File: src/rtl/booth_seq_pkg.sv
// booth_seq_pkg
//   Shared types for the sequential radix-4 Booth multiply-accumulate stage.
//   - state_t       : FSM state encoding (IDLE, RUN, DONE)
//   - booth_digit_t : Booth digit encoding (ZERO, P1, P2, M1, M2)
//   - booth_decode  : maps a multiplier triplet {b[2i+1], b[2i], b[2i-1]}
//                     to its Booth digit
package booth_seq_pkg;

  typedef enum logic [1:0] {
    IDLE = 2'd0,
    RUN  = 2'd1,
    DONE = 2'd2
  } state_t;

  typedef enum logic [2:0] {
    ZERO = 3'd0,
    P1   = 3'd1,
    P2   = 3'd2,
    M1   = 3'd3,
    M2   = 3'd4
  } booth_digit_t;

  function automatic booth_digit_t booth_decode(input logic [2:0] triplet);
    booth_digit_t d;
    case (triplet)
      3'b001, 3'b010: d = P1;
      3'b011:         d = P2;
      3'b100:         d = M2;
      3'b101, 3'b110: d = M1;
      default:        d = ZERO; // 000 and 111
    endcase
    return d;
  endfunction

endpackage

File: src/rtl/booth_pp_sel.sv
// booth_pp_sel
//   Combinational Booth partial-product selector.
//   Ports:
//     triplet [2:0]         multiplier bit triplet for the current digit
//     mcand   [2*WIDTH-1:0] sign-extended multiplicand A
//     pp      [2*WIDTH-1:0] selected partial product: 0, +A, +2A, -A or -2A
//   All values are two's complement modulo 2^(2*WIDTH); 2A always fits
//   because mcand carries WIDTH bits of sign extension.
module booth_pp_sel
  import booth_seq_pkg::*;
#(
  parameter int WIDTH = 4
) (
  input  logic [2:0]         triplet,
  input  logic [2*WIDTH-1:0] mcand,
  output logic [2*WIDTH-1:0] pp
);

  booth_digit_t digit;

  always_comb begin
    digit = booth_decode(triplet);
    pp    = '0;
    case (digit)
      P1:      pp = mcand;
      P2:      pp = mcand << 1;
      M1:      pp = -mcand;
      M2:      pp = -(mcand << 1);
      default: pp = '0;
    endcase
  end

endmodule

File: src/rtl/booth_seq_accumulator.sv
// booth_seq_accumulator
//   Sequential radix-4 Booth multiplier: one Booth partial product is added
//   per clock into a 2*WIDTH-bit accumulator. One operation in flight.
//   Ports:
//     clk, rst_n            clock, synchronous active-low reset
//     in_valid / in_ready   operand handshake (a, b two's complement)
//     a, b [WIDTH-1:0]      multiplicand, multiplier
//     out_valid / out_ready product handshake
//     product [2*WIDTH-1:0] signed product a*b
//   Handshakes: a transfer happens on a rising edge where valid && ready.
//   in_ready is high only in IDLE (and never while rst_n is low);
//   out_valid is high only in DONE, with product held stable until the
//   transfer edge.
//   Optional feature: define BOOTH_SEQ_ACCUMULATOR_EARLY_EXIT_EN to leave
//   RUN as soon as the remaining multiplier bits are all zeros or all ones.
//   The FSM state is the internal signal `state` (type state_t).
module booth_seq_accumulator
  import booth_seq_pkg::*;
#(
  parameter int WIDTH = 4
) (
  input  logic                 clk,
  input  logic                 rst_n,
  input  logic                 in_valid,
  output logic                 in_ready,
  input  logic [WIDTH-1:0]     a,
  input  logic [WIDTH-1:0]     b,
  output logic                 out_valid,
  input  logic                 out_ready,
  output logic [2*WIDTH-1:0]   product
);

  localparam int PW = 2 * WIDTH;
  localparam int KW = $clog2(WIDTH);
  localparam logic [KW-1:0] LAST_K = KW'(WIDTH / 2 - 1);

  state_t          state, state_next;
  logic [PW-1:0]   acc;
  logic [PW-1:0]   mcand;
  logic [WIDTH:0]  mplr;
  logic [KW-1:0]   k;
  logic [PW-1:0]   pp;
  logic            exit_now;

  booth_pp_sel #(.WIDTH(WIDTH)) u_pp_sel (
    .triplet (mplr[2:0]),
    .mcand   (mcand),
    .pp      (pp)
  );

`ifdef BOOTH_SEQ_ACCUMULATOR_EARLY_EXIT_EN
  // Remaining triplets all decode to 0 once the shifted multiplier is a
  // pure sign run, so nothing further can change acc.
  assign exit_now = (mplr == '0) || (&mplr);
`else
  assign exit_now = 1'b0;
`endif

  assign in_ready  = rst_n && (state == IDLE);
  assign out_valid = (state == DONE);
  assign product   = acc;

  always_ff @(posedge clk) begin
    if (!rst_n) state <= IDLE;
    else        state <= state_next;
  end

  always_comb begin
    state_next = state;
    case (state)
      IDLE:    if (in_valid) state_next = RUN;
      RUN:     if (exit_now || (k == LAST_K)) state_next = DONE;
      DONE:    if (out_ready) state_next = IDLE;
      default: state_next = IDLE;
    endcase
  end

  always_ff @(posedge clk) begin
    if (!rst_n) begin
      acc   <= '0;
      mcand <= '0;
      mplr  <= '0;
      k     <= '0;
    end else begin
      case (state)
        IDLE: begin
          if (in_valid) begin
            mcand <= {{WIDTH{a[WIDTH-1]}}, a};
            mplr  <= {b, 1'b0};
            acc   <= '0;
            k     <= '0;
          end
        end
        RUN: begin
          if (!exit_now) begin
            // Digit k has weight 4^k, i.e. a left shift of 2k.
            acc  <= acc + (pp << {k, 1'b0});
            mplr <= {{2{mplr[WIDTH]}}, mplr[WIDTH:2]};
            k    <= k + 1'b1;
          end
        end
        default: ;
      endcase
    end
  end

endmodule
File: config.mk
export PLATFORM = sky130hd
export DESIGN_NAME = booth_seq_accumulator
export DESIGN_NICKNAME = d
export VERILOG_FILES = /design/src/rtl/booth_seq_pkg.sv /design/src/rtl/booth_pp_sel.sv /design/src/rtl/booth_seq_accumulator.sv
export SDC_FILE = /design/constraint.sdc
export NUM_CORES = 1
export LEC_CHECK = 0
export CORE_MARGIN = 2
export CORE_UTILIZATION = 40
export CTS_BUF_LIST = sky130_fd_sc_hd__clkbuf_4 sky130_fd_sc_hd__clkbuf_8
export CTS_CLUSTER_DIAMETER = 60
export DETAILED_ROUTE_END_ITERATION = 10
export MAX_ROUTING_LAYER = met4
export RECOVER_POWER = 50
export SLEW_MARGIN = 0
export SYNTH_ARGS = -nofsm -noshare
export SYNTH_HDL_FRONTEND = slang
export SYNTH_SLANG_ARGS = --single-unit
File: constraint.sdc
create_clock -name clk -period 3.79 [get_ports clk]
set_input_delay 0.379 -clock clk [delete_from_list [all_inputs] [get_ports clk]]
set_output_delay 0.379 -clock clk [all_outputs]
set_load 0.01 [all_outputs]
# == Word level (Yosys, flattened, before mapping) ==
# Index checks and enable logic that the tools add are counted.
# W data, S select, Z words.
# classes
addsub,4
n_eq_ne,16
n_shift,1
muxes,12
bitwise_logic,1
reduce_logical,9
# op_table
op,count
$pmux W8 S4,1
$neg A8 Y8,2
$pmux W8 S2,1
$eq A3 B2 Y1 const B,4
$eq A3 B3 Y1 const B,4
$pmux W3 S4,1
$pmux W5 S2,1
$add A8 B8 Y8,1
$mux W2,4
$mux W8,1
$shl A8 B3 Y8,1
$eq A3 B1 Y1 const B,2
$pmux W2 S3,1
$reduce_and A3 Y1,2
$mux W5,1
$eq A2 B1 Y1 const B,2
$ne A2 B2 Y1 const B,2
$pmux W2 S2,1
$reduce_and A2 Y1,2
$reduce_or A2 Y1,2
$add A2 B1 Y2 const B,1
$eq A2 B2 Y1 const B,1
$logic_not A2 Y1,1
$ne A2 B1 Y1 const B,1
other kinds (3),3
# totals
reg_bits,21
input_bits,12
out_inout_bits,10
wordCells,49

# == Logic depth before layout (Yosys ltp) ==
# Gate-level depths: netlist (run 1).
# depth
word_depth,8
ltp_mapped,17
depth_no_buf,16

# == Cells and area by module ==
# From an unflattened synthesis (run 1), not the netlist that was laid out.
# unflattened
hier_cells,229
area_unflattened_um2,1699.1
# by_module_without_submodules
mod,instances,cells_each,area_each_um2,seq_area_each_um2
booth_seq_accumulator,1,155,1260.0,420.4
booth_pp_sel,1,74,439.2,0.0

# == Worst setup path after synthesis (run 1) ==
# No wires, ideal clock.
# synth_timing
path_type,reg-to-reg
from,register mcand[0]
to,"register acc[7], in the netlist product[7]"
setup_ns,0.095
arrival_time_ns,2.825
t_required_ns,3.695
setup_slack_ns,0.870
stages_incl_launch_ff,16
n_path_buf,0
period_less_slack_ns,2.920
path_cell_list,dfxtp_1 inv_1 ha_1 nor2b_1 xnor2_1 o211ai_1 o21ai_0 mux2_2 nor2_1 ha_1 o21ai_0 o21ai_0 a21oi_1 nand4_1 mux2_4 o311ai_1
# synth_via
elab_chain_cells,5
elab_cells_between_ends,6
cone_classes,add/sub (3); shift (1); mux (2)
# synth_rtl
element,line_no,rtl
from (decl),booth_seq_accumulator.sv:39,logic [PW-1:0] mcand;
from (signal assigned),booth_seq_accumulator.sv:88,"mcand <= {{WIDTH{a[WIDTH-1]}}, a};"
"$neg A8 Y8, on equally long branches","booth_pp_sel.sv:27, booth_pp_sel.sv:28",
$pmux W8 S4 (*),booth_pp_sel.sv:24,case (digit)
$shl A8 B3 Y8 (*),booth_seq_accumulator.sv:97,"acc <= acc + (pp << {k, 1'b0});"
$add A8 B8 Y8 (*),booth_seq_accumulator.sv:97,
$pmux W8 S2 (*),booth_seq_accumulator.sv:85,case (state)
to (signal assigned),booth_seq_accumulator.sv:97,
to (decl),booth_seq_accumulator.sv:38,logic [PW-1:0] acc;
# Every way passes the cells marked *; elsewhere a longest branch is shown, timed or not.
# A chain may end at the register's enable or synchronous reset.

# == Worst setup path in the final report (run 1) ==
# Same ends and word-level chain as after synthesis.

==> summary.md, run 1 <==
| Metric | Value |
|---|---|
| Status | finished clean |
| Compound-Gate Fraction of Synth Area | 24.9% |
| Combinational family with the most area after synthesis | simple AND/OR/NAND/NOR gates |
| Tightest Pin Transition | 0.842 ns |
| RSZ-0062 raised after global routing | false |
| CP required | 3.97 ns |
| Fmax | 295 MHz |
| CTS clk-pin slew, worst paths | 0.08 ns |
| Die area | 4910 um2 |
| Post-synth EDFFs | 0 |
| Min Hold Slack | 0.495 ns |
| Setup WS post-layout | 0.398 ns |
| # port buffers | 21 |
| Row count | 24 |
| Yosys reg bits | 21 |
| CP max FO | 6 |
| Most frequent cells after synthesis | 29 x nand2_1, 21 x dfxtp_1, 17 x o21ai_0 |
| Mux contribution to synthesized area | 3.79% |
| Post_cts resized | 0 |
| Post-CTS Setup Repair Bufs | 0 |
| CTS tree | done |
| GR Overflow Total | 0 |
| Crit end category | register |
| GR Util All Layers | 17.6% |
| Hold Vio Cnt, Final | 0 |
| Tightest Hold Check Type | register to register |
| CTS root buf | clkbuf_8 |
| Final core occ | 46.1% |
| Largest net degree at the start of global routing | 27 |
| Syn_area_per_cell | 7.70 um2 |
| Reg2Reg Depth | 15 |
| Setup TNS Final | 0 ns |
| Slew HR | 43.7% |
| DR iter-0 viols | 112 |
| Mapped Cells | 227 |
| First-pass GRT wire length | 6.87 mm |
| CP arrival | 3.57 ns |
| Synth Area in XOR/XNOR | 2.93% |
| Static leakage | 0.000785 uW |
| Min Tclk post-route | 3.39 ns |
| Area Growth Syn to Fin | 13.2% |
| Adder and majority gate portion of the synthesized area | 8.30% |
| IO Count | 22 |
| Power Density | 293 nW/um2 |
| Post-synth top area share | 24.1% |
| Pre-CTS setup slack | 0.421 ns |
| Area contributors post-synth | dfxtp_1 24%, ha_1 7.2%, nand2_1 6.2% |
| Clock sink total | 21 |
| Core area | 4290 um2 |
| DR vias/cell | 5.48 |
| Yosys cell types | 51 |
| Post-CTS Hold Fix Bufs | 0 |
| Simple-Gate Fraction of Synth Area | 27.3% |
| Post-Syn Nets | 250 |
| Worst Skew | 0.00230 ns |
| Die extent in y | 70.1 um |
| Antenna Violating Nets Remaining | 0 |
| Total CTS buffers | 3 |
| Register area share after synthesis | 24.1% |
| WL/cell | 13.6 um |
| Initial DRT Pass Iterations | 5 |
| Vias in the first global route | 1,474 |
| Vias | 1,594 |
| HPWL after DPL | 2.87 mm |
| H-tree depth | 1 |
| Final Cycle Share | 89.5% |
| Remaining DRCs | 0 |
| Prevailing post-synth register cell | dfxtp_1 |
| Max clock buf depth | 2 |
| Die X | 70.1 um |
| CP startpoint kind | register |
| Hold Path Stages | 2 |
| Fin nets | 263 |
| Setup-failing EPs final | 0 |
| Layout cell share with drive strength beyond 1 | 5.44% |
| Antenna violations before repair | 0 |
| Post-Route WL | 3.95 mm |
| Insertion delay to the later sink of the worst-skew pair | 0.26 ns |
| GPL Wtd Cong | 0.936 |
| Mapped cell area | 1750 um2 |
| Count leader, synth | nand2_1 |
| Critical path class | register to register |
| Initial core utilization | 40.7% |
| Max-cap violations | 0 |
| Antenna cell count | 0 |
| Yosys warns | 0 |
| Worst VDD drop | 0.179 mV |
| Post-synth top area cell | dfxtp_1 |
| Fraction of registers with async set/reset | 0% |
| Slew Viols, Final | 0 |
## cells by family (layout without fill, tap and decap cells)
family / count (synthesis) / after routing
simple gates: 94 / 94
compound gates: 64 / 64
buf+inv: 26 / 38
flops: 21 / 21
fa+ha+maj: 11 / 11
mux: 6 / 6
xor+xnor: 5 / 5
## worst max-delay path, cell delays in order (launching register included)
cell	delay [ns]
dfxtp_1	0.47
inv_1	0.10
ha_1	0.25
nor2b_1	0.18
xnor2_1	0.16
mux2i_1	0.10
o21ai_0	0.24
mux2_2	0.21
nor2_1	0.04
ha_1	0.34
o21ai_0	0.28
o21ai_0	0.15
a21oi_1	0.30
nand4_1	0.13
mux2_4	0.30
o311ai_1	0.06
## flip-flops by register name, summed over array words and instances, names as in the netlist
| register | flops |
|---|---|
| k | 2 |
| mcand | 4 |
| state | 2 |
| mplr | 5 |
| product | 8 |
## placed cells by master (no fill, tap or decap), types with 2 or more instances in the layout
cell type,synthesis,routed
a21o_1,2,2
nor3_1,8,8
dfxtp_1,21,21
nand2b_1,7,7
and3_1,2,2
o211a_1,2,2
clkdlybuf4s50_1,0,15
nor4b_1,2,2
xor2_1,2,2
a211oi_1,2,2
a21boi_0,11,11
mux2i_1,4,4
o31ai_1,2,2
a22oi_1,2,2
dlygate4sd3_1,0,6
clkbuf_8,0,3
ha_1,10,10
xnor2_1,2,2
o22ai_1,2,2
nand4b_1,2,2
o21bai_1,2,2
o21ai_0,17,17
nor2b_1,9,9
and2_1,5,5
a21oi_1,9,9
nand3_1,11,11
nor2_1,15,15
o311ai_1,2,2
inv_1,10,10
buf_4,2,3
nand2_1,29,29
## layer usage
metal	vias to the layer above	global-route usage (%)	wire length, um
met5	-	-	0
met1	739	24.2	2050
met4	0	6.20	80
met3	7	1.73	101
li1	824	-	-
met2	24	27.1	1720
## report_power, final
| group | total [uW] | internal, uW | switching, uW |
|---|---|---|---|
| registers | 256 | 233 | 23.3 |
| logic | 171 | 78.5 | 92.4 |
| clock network | 153 | 73.4 | 79.2 |
| total | 580 | 385 | 195 |
## through the flow
step                      instance area [um2]  power [uW]  instances
after floorplan                          1750         392        227
after global placement                   1930         431        287
after detailed placement                 1930         432        287
after CTS                                1980         586        291
after global routing                     1980         623        291
final                                    1980         580        291
## area by class of cell
| type | instances | area (um2) |
|---|---|---|
| Clock buffer | 3 | 41.3 |
| Clock inverter | 1 | 5.00 |
| Fill cell | 431 | 2320 |
| Inverter | 10 | 37.5 |
| Multi-Input combinational cell | 180 | 1180 |
| Sequential cell | 21 | 420 |
| Tap cell | 52 | 65.1 |
| Timing Repair Buffer | 24 | 233 |
## worst paths after layout
path | end | from | slack [ns]
hold / removal | mplr[4] | mplr[4] | 0.50
setup reg to reg | product[7] | mcand[0] | 0.40
hold reg to reg | mplr[4] | mplr[4] | 0.50
setup / recovery | product[7] | mcand[0] | 0.40
(Power assumes the default switching activity.)
==> run 2, diff against run 1 <==
--- a/config.mk
+++ b/config.mk
@@ -10,6 +10,7 @@
 export CTS_BUF_LIST = sky130_fd_sc_hd__clkbuf_4 sky130_fd_sc_hd__clkbuf_8
 export CTS_CLUSTER_DIAMETER = 60
 export DETAILED_ROUTE_END_ITERATION = 10
+export DONT_BUFFER_PORTS = 1
 export MAX_ROUTING_LAYER = met4
 export RECOVER_POWER = 50
 export SLEW_MARGIN = 0
==> run 2 against run 1 <==
Against the previous run: worst setup slack gained 0.023 ns; clock-buffer cell count is the same; largest cell class unchanged; register-to-register slack gained 0.02 ns; sequential share of layout area grew 2.5 points; die area is the same; global-route usage shrank 1.5 points; highest routed layer unchanged; via count shrank 4.9%; routed wire length shrank 5.4%; combinational power shrank 14%.
==> summary.md, run 2 (synthesized netlist as in run 1, its figures left out) <==
| Metric | Value |
|---|---|
| Launch point of the worst path | mcand[0] (unchanged) |
| Die extent in y | 70.1 um (unchanged) |
| Min-delay src | rst_n (was mplr[4]) |
| Critical path class | register to register (unchanged) |
| Slew HR | 40.4% (was 43.7%) |
| P_int | 370 uW (was 385 uW) |
| H-tree depth | 1 (unchanged) |
| Max reg flops | 8 (unchanged) |
| Vias in the first global route | 1,357 (was 1,474) |
| Power Density | 312 nW/um2 (was 293 nW/um2) |
| Clock power frac | 26.9% (was 26.3%) |
| CTS root buf | clkbuf_8 (unchanged) |
| FF-to-FF End | product[7] (unchanged) |
| Insertion delay to the later sink of the worst-skew pair | 0.26 ns (about the same) |
| GR Overflow Total | 0 (unchanged) |
| Setup TNS Final | 0 ns (unchanged) |
| Crit end category | register (unchanged) |
| Largest net degree at the start of global routing | 28 (was 27) |
| Net Sw Power | 183 uW (was 195 uW) |
| Setup slack, reg-to-reg | 0.42 ns (was 0.40 ns) |
| DR vias/cell | 5.61 (was 5.48) |
| Sequential power share | 46.6% (was 44.2%) |
| Total CTS buffers | 3 (unchanged) |
| Min Tclk post-route | 3.37 ns (was 3.39 ns) |
| Core area | 4290 um2 (unchanged) |
| Slew Viols, Final | 0 (unchanged) |
| WL/cell | 13.8 um (was 13.6 um) |
| Max clock buf depth | 2 (unchanged) |
| # port buffers | 0 (was 21) |
| Initial DRT Pass Iterations | 4 (was 5) |
| HPWL after DPL | 2.77 mm (was 2.87 mm) |
| Post-CTS Setup Repair Bufs | 0 (unchanged) |
| Antenna violations before repair | 0 (unchanged) |
| CP startpoint kind | register (unchanged) |
| GR Util All Layers | 16.1% (was 17.6%) |
| Max-cap violations | 0 (unchanged) |
| CP arrival | 3.53 ns (was 3.57 ns) |
| Status | finished clean (unchanged) |
| RSZ-0062 raised after global routing | false (unchanged) |
| Layout cell share with drive strength beyond 1 | 5.96% (was 5.44%) |
| Post-Route WL | 3.74 mm (was 3.95 mm) |
| DR iter-0 viols | 110 (was 112) |
| Post_cts resized | 0 (unchanged) |
| Fin nets | 242 (was 263) |
| Tightest Pin Transition | 0.893 ns (was 0.842 ns) |
| Area Growth Syn to Fin | 1.15% (was 13.2%) |
| First-pass GRT wire length | 6.31 mm (was 6.87 mm) |
| Post-CTS Hold Fix Bufs | 0 (unchanged) |
| Reg2Reg Depth | 15 (unchanged) |
| Fmax | 297 MHz (was 295 MHz) |
| Final core occ | 41.2% (was 46.1%) |
| Most frequent cells in the layout | 29 x nand2_1, 21 x dfxtp_1, 17 x o21ai_0 (unchanged) |
| Combinational power share | 26.6% (was 29.5%) |
| Die area | 4910 um2 (unchanged) |
| Sw frac | 33.0% (was 33.6%) |
| Die X | 70.1 um (unchanged) |
| Setup-failing EPs final | 0 (unchanged) |
| Row count | 24 (unchanged) |
| Remaining DRCs | 0 (unchanged) |
| Final Total Pwr | 552 uW (was 580 uW) |
| Worst Skew | 0.00597 ns (was 0.00230 ns) |
| Clock sink total | 21 (unchanged) |
| Worst r2r src | mcand[0] (unchanged) |
| Most common cell after layout, fill and taps aside | nand2_1 (unchanged) |
| Antenna Violating Nets Remaining | 0 (unchanged) |
| GPL Wtd Cong | 0.940 (was 0.936) |
| Tightest Hold Check Type | input pin to register (was register to register) |
| Worst VDD drop | 0.187 mV (was 0.179 mV) |
| Static leakage | 0.000689 uW (was 0.000785 uW) |
| IO Count | 22 (unchanged) |
| Initial core utilization | 40.7% (unchanged) |
| CP required | 3.95 ns (was 3.97 ns) |
| Vias | 1,516 (was 1,594) |
| Critical path capture point | product[7] (unchanged) |
| Hold Vio Cnt, Final | 0 (unchanged) |
| CP max FO | 6 (unchanged) |
| CTS tree | done (unchanged) |
| Antenna cell count | 0 (unchanged) |
| Final Cycle Share | 88.9% (was 89.5%) |
| CTS clk-pin slew, worst paths | 0.08 ns (about the same) |
## run 2: cell count changes in the layout (fill, tap and decap cells not counted), sizes merged
cell,previous run,this run
clkdlybuf4s50,15,0
dlygate4sd3,6,0
## run 2: final cells by class
| cell class | instances | area (um2) |
|---|---|---|
| Fill cell | 456 | 2530 |
| Multi-Input combinational cell | 180 | 1180 |
| Sequential cell | 21 | 420 |
| Tap cell | 52 | 65.1 |
| Clock buffer | 3 | 41.3 |
| Inverter | 10 | 37.5 |
| Timing Repair Buffer | 3 | 22.5 |
| Clock inverter | 1 | 5.00 |
## run 2: critical path, stage by stage (launching register included)
cell and delay, ns:
dfxtp_1 0.47, inv_1 0.10, ha_1 0.25, nor2b_1 0.15
xnor2_1 0.09, o211ai_1 0.16, o21ai_0 0.14, mux2_2 0.30
nor2_1 0.11, ha_1 0.28, o21ai_0 0.29, o21ai_0 0.14
a21oi_1 0.28, nand4_1 0.13, mux2_4 0.31, o311ai_1 0.07
## run 2: worst min-delay path by stage
stage                 end  depth (start not counted)
6_report       product[4]                          1
5_1_grt          state[0]                          1
4_1_cts          state[0]                          1
3_5_place_dp      mplr[1]                          1
3_3_place_gp      mplr[1]                          1
2_1_floorplan     mplr[4]                          2
## run 2: stage by stage
step | setup slack [ns] | area (um2) | cells | hold WS (ns)
2_1_floorplan | 0.870 | 1750 | 227 | 0.457
3_3_place_gp | 0.508 | 1720 | 266 | 0.487
3_5_place_dp | 0.431 | 1720 | 266 | 0.487
4_1_cts | 0.425 | 1770 | 270 | 0.231
5_1_grt | 0.0631 | 1770 | 270 | 0.228
6_report | 0.421 | 1770 | 270 | 0.238
## run 2: power groups by stage
stage                     clock (uW)  combinational, uW  sequential (uW)
after floorplan                    0                143              249
after global placement             0                148              262
after detailed placement           0                147              262
after CTS                        155                148              257
after global routing             164                167              261
final                            148                147              257
## run 2: per-layer routing
layer	routed length [um]	GRT usage [%]	share of wire, %	vias up
met5	0	-	0	-
met4	29	4.70	0.78	0
met2	1640	24.2	44	31
met1	1930	22.4	52	695
met3	132	2.31	3.5	2
li1	-	-	-	788
==> run 3, diff against run 2 <==
--- a/config.mk
+++ b/config.mk
@@ -5,6 +5,7 @@
 export SDC_FILE = /design/constraint.sdc
 export NUM_CORES = 1
 export LEC_CHECK = 0
+export CAP_MARGIN = 5
 export CORE_MARGIN = 2
 export CORE_UTILIZATION = 40
 export CTS_BUF_LIST = sky130_fd_sc_hd__clkbuf_4 sky130_fd_sc_hd__clkbuf_8
@@ -17,3 +18,4 @@
 export SYNTH_ARGS = -nofsm -noshare
 export SYNTH_HDL_FRONTEND = slang
 export SYNTH_SLANG_ARGS = --single-unit
+export TNS_END_PERCENT = 20
==> results of run 3 <==
Final layout, timing and power as in run 2 (identical DEF).
